===== src/rtl/keypad_pkg.sv =====
// Shared types and constants for the 4x4 keypad scanner: FSM states, key position
// and the row/column to hex-code map.
package keypad_pkg;

  typedef enum logic [1:0] {SCAN, PRESS_DB, HELD, RELEASE_DB} keypad_state_t;

  typedef struct packed {
    logic [1:0] row;
    logic [1:0] col;
  } key_pos_t;

  localparam int DEBOUNCE_CYCLES_DEF = 48;
  localparam int SCAN_DWELL_DEF      = 3;

  // KEYMAP[row][col]; rows listed 3..0, columns 3..0 within each row ('*'=E, '#'=F)
  localparam logic [3:0][3:0][3:0] KEYMAP = {
    {4'hD, 4'hF, 4'h0, 4'hE},
    {4'hC, 4'h9, 4'h8, 4'h7},
    {4'hB, 4'h6, 4'h5, 4'h4},
    {4'hA, 4'h3, 4'h2, 4'h1}
  };

  function automatic logic [3:0] key_lookup(input key_pos_t p);
    return KEYMAP[p.row][p.col];
  endfunction

  // Lowest-index active-low column; only meaningful when some column is low.
  function automatic logic [1:0] lowest_low(input logic [3:0] cols);
    logic [1:0] idx;
    idx = 2'd3;
    for (int i = 3; i >= 0; i--)
      if (!cols[i]) idx = 2'(i);
    return idx;
  endfunction

  function automatic logic [3:0] row_drive(input logic [1:0] idx);
    return ~(4'b0001 << idx);
  endfunction

endpackage


===== src/rtl/keypad_scan_debouncer_timer.sv =====
// Saturating stability counter shared by press and release debouncing.
module debounce_timer #(
  parameter int DEBOUNCE_CYCLES = 48
) (
  input  logic clk,
  input  logic reset,
  input  logic clear,
  input  logic enable,
  output logic done
);
  localparam int CW = (DEBOUNCE_CYCLES > 1) ? $clog2(DEBOUNCE_CYCLES) : 1;

  logic [CW-1:0] cnt;

  always_ff @(posedge clk or negedge reset) begin
    if (!reset)                cnt <= '0;
    else if (clear)            cnt <= '0;
    else if (enable && !done)  cnt <= cnt + CW'(1);
  end

  assign done = (cnt == CW'(DEBOUNCE_CYCLES - 1));

endmodule


===== src/rtl/keypad_scan_debouncer.sv =====
// 4x4 keypad row scanner with press/release debounce; emits one key_valid strobe
// per debounced press and holds key_held until the release is debounced.
module keypad_scan_debouncer
  import keypad_pkg::*;
#(
  parameter int DEBOUNCE_CYCLES = DEBOUNCE_CYCLES_DEF,
  parameter int SCAN_DWELL      = SCAN_DWELL_DEF
) (
  input  logic       clk,
  input  logic       reset,
  input  logic [3:0] s_cols,
  output logic [3:0] rows,
  output logic [3:0] key_code,
  output logic       key_valid,
  output logic       key_held
);
  localparam int DW = $clog2(SCAN_DWELL);

  keypad_state_t state;
  logic [1:0]    row_idx;
  logic [DW-1:0] dwell;
  key_pos_t      sel;

  logic lat_low, dwell_done, tmr_clear, tmr_en, tmr_done;

  assign lat_low    = ~s_cols[sel.col];
  assign dwell_done = (dwell == DW'(SCAN_DWELL - 1));

  // Counter is held clear outside the debounce states so each debounce starts at zero.
  assign tmr_clear = (state == SCAN) || (state == HELD);
  assign tmr_en    = ((state == PRESS_DB) && lat_low) || ((state == RELEASE_DB) && !lat_low);

  debounce_timer #(.DEBOUNCE_CYCLES(DEBOUNCE_CYCLES)) u_timer (
    .clk    (clk),
    .reset  (reset),
    .clear  (tmr_clear),
    .enable (tmr_en),
    .done   (tmr_done)
  );

  always_ff @(posedge clk or negedge reset) begin
    if (!reset) begin
      state     <= SCAN;
      row_idx   <= 2'd0;
      dwell     <= '0;
      sel       <= '0;
      rows      <= 4'b1110;
      key_code  <= 4'h0;
      key_valid <= 1'b0;
      key_held  <= 1'b0;
    end else begin
      key_valid <= 1'b0;
      case (state)
        SCAN: begin
          if (!dwell_done) begin
            dwell <= dwell + DW'(1);
          end else if (&s_cols) begin
            row_idx <= row_idx + 2'd1;
            rows    <= row_drive(row_idx + 2'd1);
            dwell   <= '0;
          end else begin
            sel   <= '{row: row_idx, col: lowest_low(s_cols)};
            dwell <= '0;
            state <= PRESS_DB;
          end
        end
        PRESS_DB: begin
          if (!lat_low) begin
            dwell <= '0;
            state <= SCAN;
          end else if (tmr_done) begin
            key_code  <= key_lookup(sel);
            key_valid <= 1'b1;
            key_held  <= 1'b1;
            state     <= HELD;
          end
        end
        HELD: begin
          if (!lat_low) state <= RELEASE_DB;
        end
        RELEASE_DB: begin
          // A low sample here is contact bounce: back to HELD without a new event.
          if (lat_low) begin
            state <= HELD;
          end else if (tmr_done) begin
            key_held <= 1'b0;
            row_idx  <= 2'd0;
            rows     <= 4'b1110;
            dwell    <= '0;
            state    <= SCAN;
          end
        end
        default: state <= SCAN;
      endcase
    end
  end

endmodule


===== config.mk =====
export PLATFORM = sky130hd
export DESIGN_NAME = keypad_scan_debouncer
export DESIGN_NICKNAME = d
export VERILOG_FILES = /design/src/rtl/keypad_pkg.sv /design/src/rtl/keypad_scan_debouncer_timer.sv /design/src/rtl/keypad_scan_debouncer.sv
export SDC_FILE = /design/constraint.sdc
export NUM_CORES = 1
export LEC_CHECK = 0
export ABC_CLOCK_PERIOD_IN_PS = 2700
export BUFFER_PORTS_ARGS = -buffer_cell sky130_fd_sc_hd__buf_2
export CAP_MARGIN = 20
export CORE_MARGIN = 5
export CORE_UTILIZATION = 55
export CTS_CLUSTER_DIAMETER = 80
export DETAILED_ROUTE_END_ITERATION = 8
export GPL_ROUTABILITY_DRIVEN = 0
export PLACE_DENSITY = 0.76
export SYNTH_ARGS = -nofsm -noshare
export SYNTH_HDL_FRONTEND = slang
export SYNTH_SLANG_ARGS = --single-unit

===== constraint.sdc =====
create_clock -name clk -period 2.7 [get_ports clk]
set_input_delay 0.675 -clock clk [delete_from_list [all_inputs] [get_ports clk]]
set_output_delay 0.675 -clock clk [all_outputs]
set_load 0.005 [all_outputs]

Word-level counts from Yosys, hierarchy flattened:

Index checks and enable logic that the tools add are counted.

* register bits after elaboration: 26
* latch bits: 0
* RAM bits: 0
* ROM bits: 0
* bits of input ports: 6
* output and inout port bits: 10
* logic and storage cells: 92
* memories kept: 0

* add/subtract/negate cells: 3
* multipliers: 0
* divide/modulo/power cells: 0
* magnitude comparators: 2
* equality and inequality tests: 16
* shifts and indexed selects: 1
* muxes and demuxes: 39
* bitwise operators: 3
* reduce and logical (&&, ||, !) cells: 18

Operator list (number)
* binary-select mux 16 bit (select 2 bit): 1
* two-way mux 2 bit: 14
* two-way mux 4 bit: 5
* two-way mux 16 bit: 1
* AND reduction 5 bit: 3
* two-way mux 6 bit: 2
* inequality test 2 x 1 -> 1 bit (second input constant): 6
* two-way mux 1 bit: 9
* binary-select mux 4 bit (select 2 bit): 1
* case mux 2 bit (4 select lines): 1
* case mux 4 bit (2 select lines): 1
* AND reduction 4 bit: 2
* adder 6 x 1 -> 6 bit (second input constant): 1
* == test 2 bit (second input constant): 3
* == test 6 bit (second input constant): 1
* < comparator 2 x 3 -> 1 bit (second input constant): 2
* inequality test 2 bit (second input constant): 3
* case mux 2 bit (3 select lines): 1
* AND reduction 3 bit: 2
* nonzero test 2 bit: 3
* adder 2 x 1 -> 2 bit (second input constant): 2
* inverter 4 bit: 1
* case mux 2 bit (2 select lines): 1
* left shift 1 x 2 -> 4 bit (first input constant): 1
* 11 further kinds: 15

Logic depth before layout (Yosys ltp):

* depth in word-level cells: 8
* gate-level depth with buffers: 6
* mapped depth without buffers: 5

Modules after synthesis:

Synthesis repeated with hierarchy kept, for this count alone.

* cells, all modules: 160
* area total of the unflattened synthesis: 1537.7 um^2

By module, submodules not included
* keypad_scan_debouncer: instances 1, cells an instance 122, area each 1166.1 um^2, sequential area each 504.2 um^2
* debounce_timer: instances 1, cells an instance 38, area each 371.6 um^2, sequential area each 150.1 um^2

Worst setup path before layout:

Ideal clock, no wire load.

* kind: input to register
* start point: in s_cols[3]
* end point: reg u_timer.cnt[4]
* setup time: 78 ps
* data arrival time: 2017 ps
* data required time: 2622 ps
* setup slack: 605 ps
* stages on the path: 5
* path buffers: 1
* cell sequence: mux4_2 > xnor2_1 > buf_6 > or4_1 > a21oi_1

* word-level cells in the longest chain between the ends: 7
* elaborated cells on any way between the ends: 8
* classes of those cells: 2 x mux; 1 x bitwise; 5 x reduce/logical

Ends and longest elaborated chain
* start: declaration: line keypad_scan_debouncer.sv:11 `input logic [3:0] s_cols,`
* binary-select mux 1 bit (select 2 bit) *: line keypad_scan_debouncer.sv:26 `assign lat_low = ~s_cols[sel.col];`
* two-way mux 1 bit (not written as such) *: line keypad_scan_debouncer.sv:26
* inverter 1 bit (no source line)
* logical AND 1 bit: line keypad_scan_debouncer.sv:31 `assign tmr_en = ((state == PRESS_DB) && lat_low) || ((state == RELEASE_DB) && !lat_low);`
* logical OR 1 bit *: line keypad_scan_debouncer.sv:31
* logical AND 1 bit *: line keypad_scan_debouncer_timer.sv:18 `else if (enable && !done) cnt <= cnt + CW'(1);`
* nonzero test 2 bit (no source line) *
* end signal: assignment: line keypad_scan_debouncer_timer.sv:18
* end: declaration: line keypad_scan_debouncer_timer.sv:13 `logic [CW-1:0] cnt;`

Every way passes the cells marked *; elsewhere a longest branch is shown, timed or not. The select of a mux whose other input is x is not followed.
A chain may end at the register's enable or synchronous reset.

Worst setup path after layout:

* start point: reg sel[0] in the netlist's numbering
* end point: reg u_timer.cnt[3]

* word-level cells in the longest chain between the ends: 7
* elaborated cells on any way between the ends: 8
* classes of those cells: 2 x mux; 1 x bitwise; 5 x reduce/logical

Ends and longest elaborated chain
* start: declaration: line keypad_scan_debouncer.sv:22 `key_pos_t sel;`
* start signal: assignment: line keypad_scan_debouncer.sv:62 `sel <= '{row: row_idx, col: lowest_low(s_cols)};`
* binary-select mux 1 bit (select 2 bit) *: line keypad_scan_debouncer.sv:26
* two-way mux 1 bit (not written as such) *: line keypad_scan_debouncer.sv:26
* inverter 1 bit (no source line)
* logical AND 1 bit: line keypad_scan_debouncer.sv:31
* logical OR 1 bit *: line keypad_scan_debouncer.sv:31
* logical AND 1 bit *: line keypad_scan_debouncer_timer.sv:18
* nonzero test 2 bit (no source line) *

Marks and branches as above.

==> summary.txt <==
Setup path
  • WP data arrival: 2.44 ns
  • Max stage delay on crit path: 0.64 ns
  • Critical-path cell list: mux4_2 > xnor2_1 > or4_1 > a21oi_1
  • Setup CP Type: flip-flop to flip-flop
  • Crit end category: flip-flop
  • Worst Setup Start Kind: flip-flop
  • CP Max Fanout: 11
  • Worst path required time: 2.95 ns
  • CP max-delay cell: mux4_2
  • Buf/Inv on CP: 0
  • CP delay by family, top: multiplexers

Pwr
  • Power per cell area: 417.3 nW/µm²
  • Sw power: 137.2 µW
  • VDD IR max: 0.2457 mV
  • Net Sw Frac: 0.2262
  • Leakage power total: 0.6857 nW
  • P_int: 469.4 µW
  • Sequential power share: 0.666
  • Clock share of power: 0.270
  • Comb pwr share: 0.064

Logic synthesis
  • Synth cell types: 39
  • Most frequent cell after synthesis: dfrtp_1
  • Synthesized instance count: 131
  • Number of enable flip-flop cells after synthesis: 0
  • Sequential area share after synthesis: 0.4874
  • Yosys top cell by area: dfrtp_1
  • YS warnings: 0
  • Ranking of synthesized cells by area: dfrtp_1 43%, dfstp_2 5.9%, o21ai_0 5.2%
  • Number of synthesized register bits: 26
  • Syn_nets: 142
  • Synth async-reset ratio: 1.000
  • Avg Cell Area, Syn: 10.25 µm²
  • Most used DFF post-synth: dfrtp_1
  • Netlist Area Pre-Place: 1343 µm²
  • Top cells by count, synth: 23 x dfrtp_1, 14 x o21ai_0, 11 x nand2_1
  • Top cell type's share of synthesized area: 0.4287

STA
  • Max Transition Viols Final: 0
  • Hold Fails Final Rpt: 0
  • Final setup fails: 0
  • Fin crit share: 0.8087
  • Slew margin rel.: 0.5200
  • Worst-case hold slack: 0.3338 ns
  • Setup_tns: 0 ns
  • Slew @ Worst Pin: 0.7149 ns
  • RSZ-0062 raised after global routing: false
  • Worst Skew: 0.01174 ns
  • Fmax: 0.4580 GHz
  • Min Tclk post-route: 2.183 ns

Clock network
  • Clock insertion delay at the later pin of the skew report: 0.31 ns
  • CTS resizes: 0
  • Setup bufs post-CTS: 0
  • CTS tree: built
  • # H-tree levels: 1
  • Root buffer cell: clkbuf_4
  • CTS sink cnt: 26
  • Longest Clk Path Bufs: 2
  • Clock-pin slew on the worst setup and hold paths: 0.14 ns
  • Hold-fix buffers, CTS: 0
  • Total clock buffers created by CTS: 3

Cells and area
  • Core Util, Final: 0.6033
  • Layout cell share with drive strength beyond 1: 0.2000
  • Fin cells: 175
  • Synth-to-Final Area Change: 8.294%
  • Final antenna diode count: 0
  • Final net count: 157
  • Final Cell Area: 1454 µm²

Floorplanning
  • Die ar.: 3529 µm²
  • Die Wd: 59.41 µm
  • Initial core utilization: 0.5571
  • Cell Rows: 18
  • I/O pins: 16
  • Die height: 59.41 µm
  • Core area: 2410 µm²

Drt
  • Drt wl/cell: 13.66 µm
  • Drt drc: 0
  • Number of routed nets with antenna violations: 0
  • Final wirelength: 2391 µm
  • First-pass DRT Iterations: 4
  • Drt via density: 5.686
  • Initial drt markers: 60
  • Routed vias: 995

Placed design
  • Cells after DPL: 171
  • I/O Buffers: 15
  • Dpl cell area: 1428 µm²
  • Dpl hpwl: 1814 µm

Global routing
  • Antenna violations before repair: 0
  • Vias in the first global route: 966
  • First-pass GRT wire length: 4140 µm
  • All-layer global routing usage: 0.1534
  • GR Overflow Total: 0
  • Pin count of the biggest net entering global routing: 27

Outcome
  • Status: finished clean

Flow run
  • Max-Cap Viols: 0

Hold path
  • Hold crit path type: input pin to asynchronous set/reset pin
cell families after synthesis:
group | count (synthesis) | share of synthesized area
XOR/XNOR | 2 | 0.01305
AO/OA/AOI/OAI | 36 | 0.1650
flip-flops | 26 | 0.4874
multiplexers | 8 | 0.07269
buffers and inverters | 15 | 0.05125
AND/OR/NAND/NOR | 39 | 0.1640
adder cells (fa/ha/maj) | 5 | 0.04660
power by group through the flow:
| stage | combinational (mW) | sequential, mW | clock [mW] |
|---|---|---|---|
| floorplan | 0.0236 | 0.409 | 0 |
| global placement | 0.0380 | 0.410 | 0 |
| detailed placement | 0.0396 | 0.411 | 0 |
| CTS | 0.0400 | 0.404 | 0.171 |
| global route | 0.0459 | 0.405 | 0.191 |
| finish | 0.0388 | 0.404 | 0.164 |
metal layers:
| layer | up-vias | part of all wire | global-route usage |
|---|---|---|---|
| li1 | 498 | - | - |
| met1 | 478 | 0.48 | 0.1978 |
| met2 | 15 | 0.48 | 0.2543 |
| met3 | 4 | 0.034 | 0.02614 |
| met4 | 0 | 0.011 | 0.06149 |
| met5 | - | 0 | 0 |
worst register-to-register path: stages, from the launching register on:
cell and delay [ns]:
dfrtp_1 0.51, mux4_2 0.64, xnor2_1 0.31, or4_1 0.52, a21oi_1 0.14
final cells by class:
cell class                 count  area [µm²]
clock buffer                   4       26.28
fill                         210       955.9
sequential                    26       654.4
inverter                       9       33.78
multi-input combinational     90       619.3
tap                           30       37.54
timing repair buffer          16       82.58
final timing paths:
| path | startpoint | endpoint | slack, ns | cells after the start |
|---|---|---|---|---|
| max | sel[0]$_DFFE_PN0P_ | u_timer.cnt[3]$_DFFE_PN0P_ | 0.52 | 4 |
| min | reset | dwell[1]$_DFFE_PN0P_ | 0.33 | 1 |
| max reg2reg | sel[0]$_DFFE_PN0P_ | u_timer.cnt[3]$_DFFE_PN0P_ | 0.52 | 4 |
| min reg2reg | rows[2]$_DFFE_PN1P_ | rows[2]$_DFFE_PN1P_ | 0.51 | 1 |
| max in group asynchronous | reset | rows[2]$_DFFE_PN1P_ | 1.98 | 1 |
| min in group clk | rows[2]$_DFFE_PN1P_ | rows[2]$_DFFE_PN1P_ | 0.51 | 1 |
layout by cell type, fill, tap and decap left out, types with 2 or more instances in the layout:
master / netlist / layout
a21boi_0: 2 / 2
nand3_1: 4 / 4
nor2_1: 3 / 3
ha_1: 5 / 5
dfstp_2: 3 / 3
a2bb2oi_1: 3 / 3
nand2_1: 11 / 11
nand4_1: 2 / 2
o21ai_0: 14 / 14
buf_2: 1 / 15
a21oi_1: 9 / 9
o31ai_1: 2 / 2
or4_1: 3 / 3
dfrtp_1: 23 / 23
nor2b_1: 3 / 3
nand2b_1: 4 / 4
mux2i_1: 3 / 3
clkbuf_4: 0 / 3
mux2_2: 4 / 4
inv_1: 9 / 9
nor4_1: 2 / 2
state kept, by name, summed over array words and instances (netlist names), named ones only:
signal and cells:
dwell 2, key_valid 1, state 1, row_idx 2, key_held 1, sel 4
key_code 4, u_timer.cnt 6, rows 4
per-stage QoR:
step,setup WS [ns],power (mW)
global placement,0.3438,0.4484
finish,0.5166,0.6067
detailed placement,0.3057,0.4505
CTS,0.5093,0.6152
floorplan,0.6053,0.4323
global route,0.3288,0.6419
Power figures use the tool's default switching activity.
